## src/rtl/seg_scan_driver_if.sv

```systemverilog
// ============================================================================
// Module   : seg_frame_if
// Purpose  : Frame handshake between the game core (master) and the segment
//            scan driver (slave): one full frame of per-digit segment bytes.
// Revision : 1.0 - initial release
// ============================================================================
`default_nettype none

interface seg_frame_if #(
    parameter int NUM_DIGITS = 6
);
    logic [NUM_DIGITS*8-1:0] frame_data;
    logic                    frame_valid;
    logic                    frame_ready;

    modport master (
        output frame_data,
        output frame_valid,
        input  frame_ready
    );

    modport slave (
        input  frame_data,
        input  frame_valid,
        output frame_ready
    );
endinterface

`default_nettype wire

```

## src/rtl/seg_scan_driver.sv

```systemverilog
// ============================================================================
// Module   : seg_scan_driver
// Purpose  : Double-buffered, tear-free time-multiplexed 7-segment scan
//            driver. Frames arrive over a valid/ready handshake and are
//            swapped into the displayed buffer only at a scan-frame boundary.
// Options  : define SEG_SCAN_BRIGHTNESS_EN to add a 4-bit brightness input
//            and a free-running PWM gate on the segment lines.
// Revision : 1.0 - initial release
// ============================================================================
`default_nettype none

module seg_scan_driver #(
    parameter int NUM_DIGITS   = 6,
    parameter int SCAN_DIV     = 1000,
    parameter int BLANK_CYCLES = 2
) (
    input  wire                   clk,
    input  wire                   rst,
    seg_frame_if.slave            frame_if,
`ifdef SEG_SCAN_BRIGHTNESS_EN
    input  wire  [3:0]            brightness,
`endif
    output logic                  frame_start,
    output logic [NUM_DIGITS-1:0] dig_en,
    output logic                  segA,
    output logic                  segB,
    output logic                  segC,
    output logic                  segD,
    output logic                  segE,
    output logic                  segF,
    output logic                  segG,
    output logic                  segDP
);

    // One counter serves both BLANK and SHOW, so it is sized for the longer.
    localparam int c_CNT_MAX = (SCAN_DIV > BLANK_CYCLES) ? SCAN_DIV : BLANK_CYCLES;
    localparam int c_CNT_W   = $clog2(c_CNT_MAX);
    localparam int c_DIG_W   = $clog2(NUM_DIGITS);

    localparam logic [c_CNT_W-1:0]    c_BLANK_LAST = c_CNT_W'(BLANK_CYCLES - 1);
    localparam logic [c_CNT_W-1:0]    c_SHOW_LAST  = c_CNT_W'(SCAN_DIV - 1);
    localparam logic [c_DIG_W-1:0]    c_DIG_LAST   = c_DIG_W'(NUM_DIGITS - 1);
    localparam logic [NUM_DIGITS-1:0] c_ONE        = NUM_DIGITS'(1);

    typedef enum logic [1:0] {
        S_IDLE  = 2'd0,
        S_BLANK = 2'd1,
        S_SHOW  = 2'd2
    } state_t;

    state_t                         state_q;
    logic [NUM_DIGITS-1:0][7:0]     pending_q;
    logic [NUM_DIGITS-1:0][7:0]     active_q;
    logic                           pend_full_q;
    logic                           pend_full_d;
    logic                           ready_q;
    logic [c_DIG_W-1:0]             digit_q;
    logic [c_CNT_W-1:0]             cnt_q;
    logic                           frame_start_q;
    logic [NUM_DIGITS-1:0]          dig_en_q;
    logic [7:0]                     segs_q;

    logic                           w_accept;
    logic                           w_wrap;
    logic                           w_swap;
    logic                           w_gate;
    logic [7:0]                     w_segs;

`ifdef SEG_SCAN_BRIGHTNESS_EN
    logic [3:0] pwm_q;
    logic [3:0] pwm_d;

    // Free-running PWM phase counter for brightness gating.
    always_ff @(posedge clk or posedge rst) begin
        if (rst) begin
            pwm_q <= 4'd0;
        end else begin
            pwm_q <= pwm_d;
        end
    end

    // Gate uses the counter value that will be current while the registered
    // segments are on the pins; 15 means always on.
    always_comb begin
        pwm_d  = pwm_q + 4'd1;
        w_gate = (brightness == 4'hF) || (pwm_d < brightness);
    end
`else
    assign w_gate = 1'b1;
`endif

    // Handshake and buffer-swap decisions; accept and swap never coincide
    // because a full pending buffer holds ready low.
    always_comb begin
        w_accept    = frame_if.frame_valid && ready_q;
        w_wrap      = (state_q == S_SHOW) && (cnt_q == c_SHOW_LAST) && (digit_q == c_DIG_LAST);
        w_swap      = pend_full_q && ((state_q == S_IDLE) || w_wrap);
        pend_full_d = (pend_full_q || w_accept) && !w_swap;
        w_segs      = active_q[digit_q] & {8{w_gate}};
    end

    // Scan state machine, buffers and registered outputs.
    always_ff @(posedge clk or posedge rst) begin
        if (rst) begin
            state_q       <= S_IDLE;
            pending_q     <= '0;
            active_q      <= '0;
            pend_full_q   <= 1'b0;
            ready_q       <= 1'b1;
            digit_q       <= '0;
            cnt_q         <= '0;
            frame_start_q <= 1'b0;
            dig_en_q      <= '0;
            segs_q        <= '0;
        end else begin
            frame_start_q <= 1'b0;
            pend_full_q   <= pend_full_d;
            ready_q       <= !pend_full_d;
            if (w_accept) begin
                pending_q <= frame_if.frame_data;
            end
            if (w_swap) begin
                active_q <= pending_q;
            end

            case (state_q)
                S_IDLE: begin
                    dig_en_q <= '0;
                    segs_q   <= '0;
                    if (pend_full_q) begin
                        state_q       <= S_BLANK;
                        digit_q       <= '0;
                        cnt_q         <= '0;
                        frame_start_q <= 1'b1;
                    end
                end
                S_BLANK: begin
                    if (cnt_q == c_BLANK_LAST) begin
                        state_q  <= S_SHOW;
                        cnt_q    <= '0;
                        dig_en_q <= c_ONE << digit_q;
                        segs_q   <= w_segs;
                    end else begin
                        cnt_q <= cnt_q + 1'b1;
                    end
                end
                S_SHOW: begin
                    if (cnt_q == c_SHOW_LAST) begin
                        state_q  <= S_BLANK;
                        cnt_q    <= '0;
                        dig_en_q <= '0;
                        segs_q   <= '0;
                        if (digit_q == c_DIG_LAST) begin
                            digit_q       <= '0;
                            frame_start_q <= 1'b1;
                        end else begin
                            digit_q <= digit_q + 1'b1;
                        end
                    end else begin
                        cnt_q  <= cnt_q + 1'b1;
                        segs_q <= w_segs;
                    end
                end
                default: begin
                    state_q  <= S_IDLE;
                    dig_en_q <= '0;
                    segs_q   <= '0;
                end
            endcase
        end
    end

    assign frame_if.frame_ready = ready_q;
    assign frame_start          = frame_start_q;
    assign dig_en               = dig_en_q;
    assign segA                 = segs_q[0];
    assign segB                 = segs_q[1];
    assign segC                 = segs_q[2];
    assign segD                 = segs_q[3];
    assign segE                 = segs_q[4];
    assign segF                 = segs_q[5];
    assign segG                 = segs_q[6];
    assign segDP                = segs_q[7];

endmodule

`default_nettype wire

```

## src/flat_wrapper.sv

```systemverilog
// flat-port wrapper written by rule: the top's interface ports become plain ports
module seg_scan_driver_flat 
#(
    parameter int NUM_DIGITS   = 6,
    parameter int SCAN_DIV     = 1000,
    parameter int BLANK_CYCLES = 2
)
  (clk, rst, frame_start, dig_en, segA, segB, segC, segD, segE, segF, segG, segDP, frame_if_frame_data, frame_if_frame_valid, frame_if_frame_ready);
  seg_frame_if #(.NUM_DIGITS(NUM_DIGITS)) frame_if_i ();
  input  wire clk;
  input  wire rst;
  output logic frame_start;
  output logic [NUM_DIGITS-1:0] dig_en;
  output logic segA;
  output logic segB;
  output logic segC;
  output logic segD;
  output logic segE;
  output logic segF;
  output logic segG;
  output logic segDP;
  input wire logic [$bits(frame_if_i.frame_data)-1:0] frame_if_frame_data;
  input wire logic [$bits(frame_if_i.frame_valid)-1:0] frame_if_frame_valid;
  output wire logic [$bits(frame_if_i.frame_ready)-1:0] frame_if_frame_ready;
  assign frame_if_i.frame_data = frame_if_frame_data;
  assign frame_if_i.frame_valid = frame_if_frame_valid;
  assign frame_if_frame_ready = frame_if_i.frame_ready;
  seg_scan_driver #(.NUM_DIGITS(NUM_DIGITS), .SCAN_DIV(SCAN_DIV), .BLANK_CYCLES(BLANK_CYCLES)) u_core (.clk(clk), .rst(rst), .frame_if(frame_if_i), .frame_start(frame_start), .dig_en(dig_en), .segA(segA), .segB(segB), .segC(segC), .segD(segD), .segE(segE), .segF(segF), .segG(segG), .segDP(segDP));
endmodule
```

## config.mk

```make
export PLATFORM = sky130hd
export DESIGN_NAME = seg_scan_driver_flat
export DESIGN_NICKNAME = d
export VERILOG_FILES = /design/src/rtl/seg_scan_driver_if.sv /design/src/rtl/seg_scan_driver.sv /design/src/flat_wrapper.sv
export SDC_FILE = /design/constraint.sdc
export NUM_CORES = 1
export LEC_CHECK = 0
export ABC_CLOCK_PERIOD_IN_PS = 4000
export CAP_MARGIN = 20
export CORE_UTILIZATION = 52
export DETAILED_ROUTE_END_ITERATION = 12
export PLACE_DENSITY = 0.77
export SYNTH_ARGS = -nofsm -noshare
export SYNTH_HDL_FRONTEND = slang
export SYNTH_SLANG_ARGS = --single-unit
```

## constraint.sdc

```tcl
create_clock -name clk -period 4 [get_ports clk]
set_input_delay 0.6 -clock clk [delete_from_list [all_inputs] [get_ports clk]]
set_output_delay 0.6 -clock clk [all_outputs]
set_load 0.01 [all_outputs]
```

* After elaboration in Yosys (flattened, before gate mapping)
Cells that the tools add are included.
** Storage, ports and cells
- Output and inout port bits :: 16
- Bits in registers :: 128
- Bits of input ports :: 51
- Logic and storage cells :: 72
** Cells by class
- Muxes and demuxes :: 24
- Add/subtract/negate cells :: 2
- Reduce and logical (&&, ||, !) cells :: 16
- Shift operators :: 1
- Eq/ne operators :: 8
- Order comparisons :: 1
** Operator list (count)
- two-way mux 10 bit :: 3
- case mux 10 bit (3 select lines) :: 1
- binary-select mux 8 bit (select 3 bit) :: 1
- two-way mux 8 bit :: 3
- case mux 8 bit (2 select lines) :: 1
- two-way mux 6 bit :: 2
- case mux 6 bit (2 select lines) :: 1
- adder 10 x 1 -> 10 bit, second input constant :: 1
- == test 10 x 1 -> 1 bit, second input constant :: 1
- == test 10 bit, second input constant :: 1
- two-way mux 3 bit :: 3
- two-way mux 2 bit :: 3
- case mux 2 bit (3 select lines) :: 1
- case mux 3 bit (2 select lines) :: 1
- AND reduction 3 bit :: 2
- << shifter 1 x 3 -> 6 bit, first input constant :: 1
- logical AND 1 bit :: 5
- < comparator 3 x 4 -> 1 bit, second input constant :: 1
- inequality test 2 x 1 -> 1 bit, second input constant :: 2
- AND reduction 2 bit :: 2
- adder 3 x 1 -> 3 bit, second input constant :: 1
- == test 3 bit, second input constant :: 1
- two-way mux 1 bit :: 3
- nonzero test 3 bit :: 1
- 8 further kinds :: 10

* Logic depth before layout (Yosys ltp)
- Word-level depth :: 8
- Mapped depth :: 8

* Least setup slack after synthesis
OpenSTA, ideal clock, no wires.
- Kind :: input to register
- Start point :: input frame_if_frame_valid
- End point :: register u_core.pending_q[37] (netlist bit)
- Path buffers :: 2
- Arrival time :: 1.752 ns
- Stages on the path :: 4
- Slack :: 2.123 ns
- Library setup time :: 0.125 ns
- Required time :: 3.875 ns
- Path through :: nand2_1 clkbuf_1 buf_1 mux2_2
** Between the ends
- Cells in the longest elaborated chain, start to end :: 1
** Ends and longest elaborated chain
- start: declaration :: RTL line flat_wrapper.sv:23 : input wire logic [$bits(frame_if_i.frame_valid)-1:0] frame_if_frame_valid;
- logical AND 1 bit :: RTL line seg_scan_driver.sv:95 : w_accept = frame_if.frame_valid && ready_q;
- end signal: assignment :: RTL line seg_scan_driver.sv:120 : pending_q <= frame_if.frame_data;
- end: declaration :: RTL line seg_scan_driver.sv:52 : logic [NUM_DIGITS-1:0][7:0] pending_q;
No other way between the ends.
A chain may end at the register's enable or synchronous reset.

* Worst setup path after layout
- Start point :: register u_core.digit_q[1]
- End point :: register u_core.active_q[44] (netlist bit)
** Between the ends
- Cells in the longest elaborated chain, start to end :: 4
** Ends and longest elaborated chain
- start: declaration :: RTL line seg_scan_driver.sv:57 : logic [c_DIG_W-1:0] digit_q;
- start signal: assignment :: RTL line seg_scan_driver.sv:157 : digit_q <= digit_q + 1'b1;
- == test 3 bit :: RTL line seg_scan_driver.sv:96 : w_wrap = (state_q == S_SHOW) && (cnt_q == c_SHOW_LAST) && (digit_q == c_DIG_LAST);
- logical AND 1 bit :: RTL line seg_scan_driver.sv:96
- logical OR 1 bit :: RTL line seg_scan_driver.sv:97 : w_swap = pend_full_q && ((state_q == S_IDLE) || w_wrap);
- logical AND 1 bit :: RTL line seg_scan_driver.sv:97
- end signal: assignment :: RTL line seg_scan_driver.sv:123 : active_q <= pending_q;
- end: declaration :: RTL line seg_scan_driver.sv:53 : logic [NUM_DIGITS-1:0][7:0] active_q;
No other way between the ends.

==> results.py <==
metrics = {
    "outcome": {
        "status": "completed",
    },
    "sta": {
        "slew_violations": 0,
        "setup_viol": 0,
        "tightest_slew_ns": 0.9100,
        "setup_tns_ns": 0,
        "finClkSkew_ns": 0.008109,
        "max_freq_mhz": 392.7,
        "fin_crit_sh": 0.6367,
        "finalHoldViolCount": 0,
        "slew-limit-headroom": 0.3921,
        "rsz0062_at_grt": "false",
        "final.min_clock_period_ns": 2.547,
    },
    "die": {
        "die-height_um": 115.3,
        "io_pins": 67,
        "die_w_um": 115.3,
        "placementRows": 41,
        "initial_core_util": 0.5314,
        "die_area_sq_um": 13300,
        "coreArea_sq_um": 12570,
    },
    "setup_path": {
        "r2r_cells": 5,
        "worstPathRequired_ns": 4.28,
        "crit_path_max_fanout": 30,
        "r2r_setup_slack_ns": 1.45,
        "critPathLaunch": "u_core.digit_q[1]$_DFFE_PP0P_",
        "critPathArrivalTime_ns": 2.82,
        "r2r_start": "u_core.digit_q[1]$_DFFE_PP0P_",
        "critical_path_class": "reg -> reg",
        "startpoint_type": "flip-flop",
        "crit_path_end_kind": "flip-flop",
    },
    "grt": {
        "grtUsageTotal": 0.2454,
        "gr-total-overflow": 0,
        "antenna_found_initial": 0,
        "grt_first_pass_wirelength_um": 25030,
        "grt_pass1_vias": 4898,
        "grt_max_degree": 101,
    },
    "routing": {
        "drc": 0,
        "vias": 4980,
        "post_drt_wl_per_cell_um": 17.53,
        "drt_first_pass_iters": 4,
        "vias_per_cell": 5.777,
        "drtIter0Drc": 380,
        "wl_um": 15110,
        "antenna_left": 0,
    },
    "power": {
        "power_leakage_nw": 3.212,
        "combPwrFrac": 0.351,
        "p_sw_frac": 0.3314,
        "internal_power_mw": 4.173,
        "p_total_mw": 6.241,
        "switchingPower_mw": 2.069,
        "ir_drop_uv": 476.0,
        "power_density_nw_per_um2": 769.5,
        "clockPowerShare": 0.297,
        "seqPwrFrac": 0.352,
    },
    "clocking": {
        "cts.path.max_buffers": 2,
        "htree_levels": 4,
        "ctsResizeCount": 0,
        "clockRootBuffer": "clkbuf_16",
        "cts_tree": "built",
        "cts.sinks": 128,
        "clk_latency_ns": 0.42,
        "clk_pin_slew_ns": 0.05,
        "postCtsSetupRepairBufs": 0,
        "holdBufCountCts": 0,
        "cts_buffers": 17,
    },
    "synth": {
        "synth_compound_gate_area_share": 0.1551,
        "synth_edf_count": 0,
        "ys_seq_elements": 128,
        "synth_nets": 692,
        "synthXorXnorAreaFrac": 0,
        "yosysSeqAreaShare": 0.4798,
        "synth_top_family_by_area": "simple AND/OR/NAND/NOR gates",
        "synth_area_per_cell_sq_um": 10.53,
        "async_flop_share": 1.000,
        "synthMuxAreaShare": 0.1265,
        "yosysTopAreaCellShare": 0.4758,
        "yosysUniqueCellTypes": 50,
        "yosysWarnings": 0,
        "synthAdderAreaFrac": 0.01311,
        "synthTopCellsByArea": "dfrtp_1, mux2_2, o211ai_1",
        "synth_commonest_cells": "dfrtp_1, nand2_1, mux2_2",
        "postSynthCellCount": 634,
        "synthSimpleGateAreaFrac": 0.1770,
        "yosysMostFrequentCell": "dfrtp_1",
        "synth_area_sq_um": 6679,
        "yosysTopAreaCell": "dfrtp_1",
        "synth_top_flop_cell": "dfrtp_1",
    },
    "hold_path": {
        "hold_path_class": "reg -> reg",
        "hold_depth": 2,
        "min_from": "u_core.segs_q[5]$_DFFE_PP0P_",
    },
    "final_layout": {
        "nNetsFinal": 735,
        "fillers": 997,
        "regArea_sq_um": 3206,
        "drive_gt1_frac": 0.1783,
        "area_growth_pct": 21.43,
        "insertedDiodeCount": 0,
        "stdcell_area_sq_um": 8110,
        "multiInputGateArea_sq_um": 3153,
    },
    "run": {
        "cap_violations": 0,
    },
    "placement": {
        "dp_hpwl_um": 9475,
        "place.gp.congestion": 0.8099,
        "port_buffers": 66,
        "dpl_cell_area_sq_um": 7363,
    },
}
-- routing by layer --
metal  up-vias  global-route usage  routed length [um]
li1       2349                   -                   -
met5         -                   0                   0
met4         0             0.07965                 199
met3        19             0.05535                 660
met1      2495              0.3412                6847
met2       117              0.3816                7402
-- cell usage in the layout, fill, tap and decap left out, types with 2 or more instances in the layout --
| master | count |
|---|---|
| nor2_1 | 7 |
| buf_12 | 2 |
| inv_1 | 7 |
| nor4_1 | 4 |
| clkbuf_16 | 17 |
| bufinv_16 | 7 |
| mux4_2 | 8 |
| nand4_1 | 2 |
| clkbuf_8 | 4 |
| mux2_2 | 59 |
| ha_1 | 7 |
| nor2b_1 | 50 |
| nor3_1 | 6 |
| nand2b_1 | 50 |
| clkinv_2 | 2 |
| and3_1 | 3 |
| a21o_1 | 3 |
| o2111ai_1 | 7 |
| and2_1 | 3 |
| or2_2 | 2 |
| nand3_1 | 5 |
| a31oi_2 | 2 |
| a22oi_1 | 8 |
| buf_4 | 10 |
| o21ai_0 | 54 |
| clkinvlp_4 | 2 |
| clkdlybuf4s50_1 | 66 |
| o211ai_1 | 56 |
| nor4b_1 | 2 |
| nand2_1 | 73 |
| o41ai_1 | 2 |
| o31ai_1 | 11 |
| dfrtp_1 | 126 |
-- registers in the layout (all words and copies together), names as in the netlist, 2 cells and up --
signal            flops
u_core.pending_q     48
u_core.state_q        2
u_core.active_q      48
u_core.dig_en         6
u_core.digit_q        3
u_core.cnt_q         10
u_core.segs_q         8
-- final timing paths --
| path | endpoint |
|---|---|
| worst min-delay path | u_core.segs_q[5]$_DFFE_PP0P_ |
| max in group asynchronous | u_core.pending_q[43]$_DFFE_PP0P_ |
| worst min register to register | u_core.segs_q[5]$_DFFE_PP0P_ |
| worst max-delay path | u_core.active_q[44]$_DFFE_PP0P_ |
| worst max register to register | u_core.active_q[44]$_DFFE_PP0P_ |
| min in group asynchronous | u_core.dig_en[0]$_DFFE_PP0P_ |
-- critical path, cell delays in order (launching register included) --
cell and delay, ns:
dfrtp_1 0.79, nand2b_4 0.27, or2_1 0.58, o21ba_1 0.26
buf_4 0.32, o211ai_1 0.17
-- area by class of cell --
cell class / instances / area share
clock inverters: 10 / 0.02808
repair buffers: 79 / 0.09750
inverters: 8 / 0.004165
clock buffers: 22 / 0.05970
flip-flops and latches: 128 / 0.3952
well taps: 172 / 0.02653
multi-input cells: 443 / 0.3888
-- power groups by stage --
stage,combinational [mW],sequential (mW),clock (mW)
floorplan,1.75,2.08,0
global placement,2.07,2.18,0
detailed placement,2.15,2.20,0
CTS,2.19,2.19,1.87
global route,2.43,2.25,1.94
finish,2.19,2.20,1.86
-- stage by stage --
stage	hold WS (ns)	worst slack (ns)	instances	util
after floorplan	0.4724	1.820	634	-
after global placement	0.4646	1.374	828	0.5859
after detailed placement	0.4735	1.325	828	0.5859
after CTS	0.4851	1.276	860	0.6425
after global routing	0.5103	1.247	862	0.6453
final	0.4801	1.453	862	0.6453
-- logic make-up (layout without fill, tap and decap cells) --
| kind of cell | Yosys count | after routing |
|---|---|---|
| flops | 128 | 128 |
| mux | 67 | 67 |
| compound gates | 152 | 152 |
| fa+ha+maj | 7 | 7 |
| simple gates | 217 | 217 |
| buf+inv | 63 | 119 |
(Power assumes the default switching activity.)
